### src/rtl/pc_sequencer.sv
// pc_sequencer
// Program-counter sequencer for the fetch stage. Holds the PC, issues
// instruction-memory requests over a req/ready handshake, follows taken
// branches (squashing the wrong-path fetch that is in flight) and traps
// permanently on a misaligned branch target until the next reset.
//
// Ports
//   i_clk            clock, all state updates on the rising edge
//   i_rst_n          synchronous active-low reset
//   i_branch_taken   redirect request from control, one-cycle pulse
//   i_branch_target  redirect address from the branch-target adder
//   i_stall          pipeline stall, honoured at the next handshake
//   i_imem_ready     memory accepts/returns the current request
//   o_imem_req       fetch request
//   o_imem_addr      fetch address (always equal to o_pc)
//   o_pc             current PC
//   o_pc_plus4       o_pc + 4, modulo 2^64
//   o_inst_valid     instruction returned this cycle is on the correct path
//   o_misalign_err   sticky misaligned-target flag
//   o_squash_count   saturating count of squashed fetches
module pc_sequencer #(
  parameter logic [63:0] RESET_PC = 64'h0,
  parameter int          CNT_W    = 16
) (
  input  logic             i_clk,
  input  logic             i_rst_n,
  input  logic             i_branch_taken,
  input  logic [63:0]      i_branch_target,
  input  logic             i_stall,
  input  logic             i_imem_ready,
  output logic             o_imem_req,
  output logic [63:0]      o_imem_addr,
  output logic [63:0]      o_pc,
  output logic [63:0]      o_pc_plus4,
  output logic             o_inst_valid,
  output logic             o_misalign_err,
  output logic [CNT_W-1:0] o_squash_count
);

  typedef enum logic [1:0] {S_IDLE, S_FETCH, S_HOLD, S_TRAP} state_t;

  state_t           r_state;
  state_t           w_state_nxt;
  logic [63:0]      r_pc;
  logic [63:0]      r_pend_tgt;
  logic             r_pend_vld;
  logic             r_trap_pend;
  logic             r_misalign;
  logic [CNT_W-1:0] r_squash;

  logic        w_fetch;
  logic        w_hs;
  logic        w_br_bad;
  logic        w_squash;
  logic        w_trap_now;
  logic [63:0] w_pc_plus4;

  assign w_fetch    = (r_state == S_FETCH);
  assign w_hs       = w_fetch & i_imem_ready;
  assign w_br_bad   = i_branch_taken & (i_branch_target[1:0] != 2'b00);
  // r_pend_vld also covers a latched misaligned redirect, so the squash at
  // handshake is counted for both kinds of pending redirect.
  assign w_squash   = w_hs & (i_branch_taken | r_pend_vld);
  // A misaligned redirect seen while waiting is committed: later branches
  // before the handshake cannot cancel the trap.
  assign w_trap_now = w_hs & (r_trap_pend | w_br_bad);
  assign w_pc_plus4 = r_pc + 64'd4;

  // State register
  always_ff @(posedge i_clk) begin
    if (!i_rst_n) r_state <= S_IDLE;
    else          r_state <= w_state_nxt;
  end

  // Next-state logic
  always_comb begin
    w_state_nxt = r_state;
    case (r_state)
      S_IDLE: begin
        if (w_br_bad)     w_state_nxt = S_TRAP;
        else if (i_stall) w_state_nxt = S_HOLD;
        else              w_state_nxt = S_FETCH;
      end
      S_FETCH: begin
        if (w_hs) begin
          if (w_trap_now)   w_state_nxt = S_TRAP;
          else if (i_stall) w_state_nxt = S_HOLD;
          else              w_state_nxt = S_FETCH;
        end
      end
      S_HOLD: begin
        if (w_br_bad)      w_state_nxt = S_TRAP;
        else if (!i_stall) w_state_nxt = S_FETCH;
      end
      default: w_state_nxt = S_TRAP;
    endcase
  end

  // Outputs
  always_comb begin
    o_imem_req   = w_fetch;
    o_inst_valid = w_fetch & i_imem_ready & ~i_branch_taken & ~r_pend_vld;
  end

  assign o_imem_addr    = r_pc;
  assign o_pc           = r_pc;
  assign o_pc_plus4     = w_pc_plus4;
  assign o_misalign_err = r_misalign;
  assign o_squash_count = r_squash;

  // PC, pending redirect, error flag and squash counter
  always_ff @(posedge i_clk) begin
    if (!i_rst_n) begin
      r_pc        <= RESET_PC;
      r_pend_vld  <= 1'b0;
      r_trap_pend <= 1'b0;
      r_misalign  <= 1'b0;
      r_squash    <= '0;
    end else begin
      if (w_br_bad && (r_state != S_TRAP)) r_misalign <= 1'b1;
      if (w_squash && !(&r_squash)) r_squash <= r_squash + 1'b1;
      case (r_state)
        S_IDLE, S_HOLD: begin
          if (i_branch_taken && !w_br_bad) r_pc <= i_branch_target;
        end
        S_FETCH: begin
          if (w_hs) begin
            r_pend_vld  <= 1'b0;
            r_trap_pend <= 1'b0;
            if (!w_trap_now) begin
              if (i_branch_taken)  r_pc <= i_branch_target;
              else if (r_pend_vld) r_pc <= r_pend_tgt;
              else                 r_pc <= w_pc_plus4;
            end
          end else if (i_branch_taken && !r_trap_pend) begin
            r_pend_vld <= 1'b1;
            if (w_br_bad) r_trap_pend <= 1'b1;
          end
        end
        default: ;
      endcase
    end
  end

  // Pending target is pure data; it is only consumed while r_pend_vld is set.
  always_ff @(posedge i_clk) begin
    if (w_fetch && !w_hs && i_branch_taken && !w_br_bad && !r_trap_pend)
      r_pend_tgt <= i_branch_target;
  end

endmodule

### config.mk
export PLATFORM = sky130hd
export DESIGN_NAME = pc_sequencer
export DESIGN_NICKNAME = d
export VERILOG_FILES = /design/src/rtl/pc_sequencer.sv
export SDC_FILE = /design/constraint.sdc
export NUM_CORES = 1
export LEC_CHECK = 0
export CAP_MARGIN = 20
export CORE_ASPECT_RATIO = 1.5
export CORE_MARGIN = 1
export CORE_UTILIZATION = 40
export CTS_CLUSTER_DIAMETER = 30
export DETAILED_ROUTE_END_ITERATION = 6
export PLACE_DENSITY = 0.73
export RECOVER_POWER = 100
export SYNTH_ARGS = -nofsm -noshare
export SYNTH_HDL_FRONTEND = slang
export SYNTH_SLANG_ARGS = --single-unit
export TNS_END_PERCENT = 50
### constraint.sdc
create_clock -name i_clk -period 7.8 [get_ports i_clk]
set_input_delay 0.78 -clock i_clk [delete_from_list [all_inputs] [get_ports i_clk]]
set_output_delay 0.78 -clock i_clk [all_outputs]
set_load 0.005 [all_outputs]
; Word level (Yosys, flattened, before mapping)
; Cells that the tools add are included.
[classes]
n_reduce_logical = 23
add_sub_neg = 2
bitwise_logic = 10
n_mux = 18
eq_ne = 7
[op_table]
columns = operator, n
row1 = $mux W64, 5
row2 = $pmux W64 S2, 1
row3 = $add A64 B3 Y64 const B, 1
row4 = $add A16 B1 Y16 const B, 1
row5 = $reduce_and A16 Y1, 1
row6 = $mux W2, 6
row7 = $logic_and A1 B1 Y1, 8
row8 = $reduce_bool A2 Y1, 4
row9 = $and A1 B1 Y1, 6
row10 = $ne A2 B2 Y1 const B, 3
row11 = $pmux W2 S3, 1
row12 = $mux W1, 5
row13 = $logic_not A1 Y1, 4
row14 = $reduce_and A2 Y1, 2
row15 = $reduce_and A4 Y1, 1
row16 = $ne A3 B3 Y1 const B, 1
row17 = $reduce_and A3 Y1, 1
row18 = $eq A2 B1 Y1 const B, 1
row19 = $eq A2 B2 Y1 const B, 1
row20 = $logic_not A2 Y1, 1
row21 = $ne A2 B1 Y1 const B, 1
row22 = $not A1 Y1, 2
row23 = $or A1 B1 Y1, 2
row24 = $reduce_or A2 Y1, 1
[totals]
wordCells = 67
regBits = 149
out_inout_bits = 211
in_bits = 69

; Depth between registers and ports, before layout
[logic_depth]
ltp_word = 7
mapped_depth = 9

; Worst setup path before layout
; Ideal clock, no wire load.
[synth_timing]
path_type = input port to flip-flop
start = input i_branch_taken
end = register r_pend_tgt[0] (enable)
setup_ns = 0.565
slack_ns = 1.790
stages = 3
arrival_ns = 5.445
cell_sequence = clkbuf_1 -> nand3_1 -> nor3_1
[synth_between]
elab_chain_len = 4
word_cells_on_any_way = 5
[synth_rtl]
columns = item, line_no
row1 = "start, declared", 27  ; input logic i_branch_taken,
row2 = $and A1 B1 Y1, 60  ; assign w_br_bad = i_branch_taken & (i_branch_target[1:0] != 2'b00);
row3 = $logic_not A1 Y1, 147  ; if (w_fetch && !w_hs && i_branch_taken && !w_br_bad && !r_trap_pend)
row4 = $logic_and A1 B1 Y1 (*) (2 in a row), 147
row5 = "end signal, assigned", 148  ; r_pend_tgt <= i_branch_target;
row6 = "end, declared", 45  ; logic [63:0] r_pend_tgt;
; Every way passes the cells marked *; elsewhere a longest branch is shown, timed or not.
; A chain may end at the register's enable or synchronous reset.

; Worst setup path after layout
[layout_timing]
start = input i_imem_ready
end = register r_pc[21] (netlist: o_imem_addr[21])
[layout_between]
elab_chain_len = 4
word_cells_on_any_way = 5
[layout_rtl]
columns = item, line_no
row1 = "start, declared", 30  ; input logic i_imem_ready,
row2 = $and A1 B1 Y1 (*), 59  ; assign w_hs = w_fetch & i_imem_ready;
row3 = $and A1 B1 Y1, 66  ; assign w_trap_now = w_hs & (r_trap_pend | w_br_bad);
row4 = $ne A2 B2 Y1 (no source line), -
row5 = $reduce_and A4 Y1 (no source line) (*), -
row6 = "end signal, assigned", 124  ; if (i_branch_taken && !w_br_bad) r_pc <= i_branch_target;
row7 = "end signal, assigned", 131  ; if (i_branch_taken) r_pc <= i_branch_target;
row8 = "end signal, assigned", 132  ; else if (r_pend_vld) r_pc <= r_pend_tgt;
row9 = "end, declared", 44  ; logic [63:0] r_pc;
; Marks and branches as above.

==> run_results.csv <==
group,metric,value,unit
floorplan,dieArea,21900,sq um
floorplan,core-area,21000,sq um
pwr,vdd_drop_max,150,uV
synthesis,ys_warn_count,0,
clock_network,postCtsSetupRepairBufs,0,
global_routing,antenna_found_initial,3,
clock_network,cts_buffers,17,
critical_path,worstPathCellList,"dlygate4sd3_1, or3b_2, a211oi_4, clkbuf_1, o21ai_0, a22oi_1, nor2_1",
synthesis,yosysSeqAreaShare,0.425,
pwr,p_total,0.00212,W
pwr,combPwrFrac,0.190,
detailed_routing,routed_wl,28900,microns
synthesis,synth.most_common_cell,"nand2_1",
floorplan,fp.dieW,121,microns
floorplan,initial_core_util,0.407,
run_status,outcome,"finished with violations",
synthesis,synth_seq_cells,149,
global_routing,grt_usage,0.263,
timing,min_period,5450,ps
timing,setup_viol,0,
timing,worst_clock_skew,17.1,ps
detailed_routing,ant_nets,0,
timing,fmax,0.184,GHz
global_routing,grt_pass1_wl,44200,microns
min_path,holdCritPathClass,"flop to flop",
synthesis,synth_area,8530,sq um
synthesis,syn_avg_cell_area,8.77,sq um
finish,fin_area,11500,sq um
finish,drive_gt1_frac,0.0453,
clock_network,cts_resized,0,
floorplan,rows,65,
synthesis,ys_types,63,
critical_path,criticalPathCategory,"primary input to flop",
clock_network,htreeDepth,4,
global_routing,grt_pass1_vias,7704,
clock_network,clkSlewWorstSetupHoldPaths,60,ps
global_routing,overflow,0,
timing,fin_hold_ws,473,ps
synthesis,async_reset_ff_frac,0,
pwr,clockPowerShare,0.380,
detailed_routing,viasPerCell,5.66,
clock_network,cts_tree,"yes",
finish,nets,1227,
pwr,p_leak,4.75,nW
placement,post_dp_cell_area,11000,sq um
timing,fin_setup_tns,0,ps
synthesis,synth_fp_nets,1044,
clock_network,cts_max_path_buffers,2,
clock_network,clock_latency,440,ps
critical_path,cp_slowest_cell,"clkbuf_1",
finish,area_growth,34.8,%
job,maxCapViolCount,7,
synthesis,synth_top_flop_cell,"dfxtp_1",
clock_network,cts_hold_buf,0,
clock_network,root_buffer,"clkbuf_16",
synthesis,synth_top_area_frac,0.225,
floorplan,io-pin-count,280,
detailed_routing,firstDrtPassIters,5,
critical_path,crit_fanout,81,
floorplan,chipHeight,181,microns
detailed_routing,wl_per_cell,20.1,microns
synthesis,syn_inst,973,
finish,final_cells,1439,
synthesis,synth-edff-count,64,
pwr,p_sw,0.000628,W
detailed_routing,drcViolationCount,0,
placement,dp_hpwl,19900,microns
pwr,p_sw_frac,0.296,
timing,drv_slew,308,
timing,finalCritPeriodShare,0.698,
critical_path,worstPathRequired,8070,ps
pwr,p_per_area,185,nW/um^2
placement,gp_congestion,0.836,
critical_path,worstPathArrival,5720,ps
pwr,seq_power_share,0.430,
clock_network,clock_sinks,149,
detailed_routing,drt_iter0_markers,685,
timing,relSlewSlack,-1.69,
timing,hold_viol,0,
synthesis,synth_common_cells,"nand2_1 (114), dfxtp_1 (85), a21oi_1 (72), o21ai_0 (68), buf_4 (67)",
placement,dp.cells,1404,
critical_path,worst_setup_path_start_kind,"primary input",
pwr,p_int,0.00150,W
global_routing,grt_max_degree,82,
placement,io_buffer_count,279,
critical_path,crit_path_end_kind,"flop",
detailed_routing,num_vias,8146,
synthesis,synth_area_leaders,"edfxtp_1 (23%), dfxtp_1 (20%), buf_4 (5.9%)",
critical_path,slowest_delay,2690,ps
timing,tightest_slew,4040,ps
timing,rsz0062_at_grt,"no",
synthesis,synth.largest_area_cell,"edfxtp_1",
run_status,failed_checks,"max-capacitance violations, max-slew violations",
power by group through the flow:
stage	registers [W]	clock network, W	logic (W)
floorplan	0.000913	0	0.000211
global placement	0.000929	0	0.000436
detailed placement	0.000932	0	0.000438
CTS	0.000915	0.000816	0.000441
global route	0.000920	0.000848	0.000435
finish	0.000913	0.000807	0.000403
cells by family after synthesis:
| family | Yosys count | share of synthesized area |
|---|---|---|
| simple gates | 363 | 0.218 |
| compound gates | 229 | 0.167 |
| flops | 149 | 0.425 |
| buf+inv | 142 | 0.0938 |
| xor+xnor | 73 | 0.0758 |
| mux | 15 | 0.0176 |
| fa+ha+maj | 2 | 0.00293 |
cells in the final DEF, fill, tap and decap left out, drive strengths merged, types with 7 or more instances in the layout:
master,Yosys,layout
a31oi,11,11
edfxtp,64,64
o211a,7,7
dlygate4sd3,0,270
mux2i,15,15
clkbuf,45,26
nor2,66,66
xnor2,36,36
xor2,37,37
a21o,8,8
nand2b,12,12
o211ai,16,16
nand3,48,48
and2,7,7
clkdlybuf4s50,0,8
nor4,17,17
a21oi,73,73
inv,14,25
dfxtp,85,85
and3,17,17
and4,12,12
nand4,26,26
nor3,23,23
o21ai,70,70
nand2,114,114
worst max-delay path: cells and delay by family:
family	cells	cell delay, ps
buffers and inverters	2	3310
AO/OA/AOI/OAI	3	990
AND/OR/NAND/NOR	2	610
cell type report:
| cell class | count | area [sq um] |
|---|---|---|
| well taps | 268 | 335 |
| fillers | 1901 | 9480 |
| repair buffers | 291 | 2860 |
| clock inverters | 13 | 109 |
| diodes | 2 | 5.00 |
| flip-flops and latches | 149 | 3620 |
| clock buffers | 19 | 454 |
| multi-input cells | 682 | 4060 |
| inverters | 15 | 56.3 |
worst paths after layout:
check,slack [ps],cells past startpoint,from,to
max,2350,7,i_imem_ready,o_imem_addr[21]
min,470,2,o_misalign_err,o_misalign_err
max reg2reg,2930,6,r_state[1],o_imem_addr[21]
min reg2reg,470,2,o_misalign_err,o_misalign_err
stage by stage:
step	worst slack (ps)	util
finish	2350	0.548
global route	2010	0.548
CTS	3350	0.552
detailed placement	3850	0.525
global placement	3890	0.525
floorplan	1790	-
flip-flops by register name, summed over array words and instances, names as in the netlist:
signal / cells
o_misalign_err: 1
o_squash_count: 16
o_imem_addr: 64
r_trap_pend: 1
r_state: 2
r_pend_vld: 1
r_pend_tgt: 64
per-layer routing:
| layer | vias to the layer above | routed length [microns] | track usage |
|---|---|---|---|
| li1 | 3811 | - | - |
| met1 | 3917 | 11000 | 0.305 |
| met2 | 361 | 15000 | 0.464 |
| met3 | 53 | 2010 | 0.0546 |
| met4 | 4 | 832 | 0.110 |
| met5 | - | 18 | 0 |
Power figures use the tool's default switching activity.
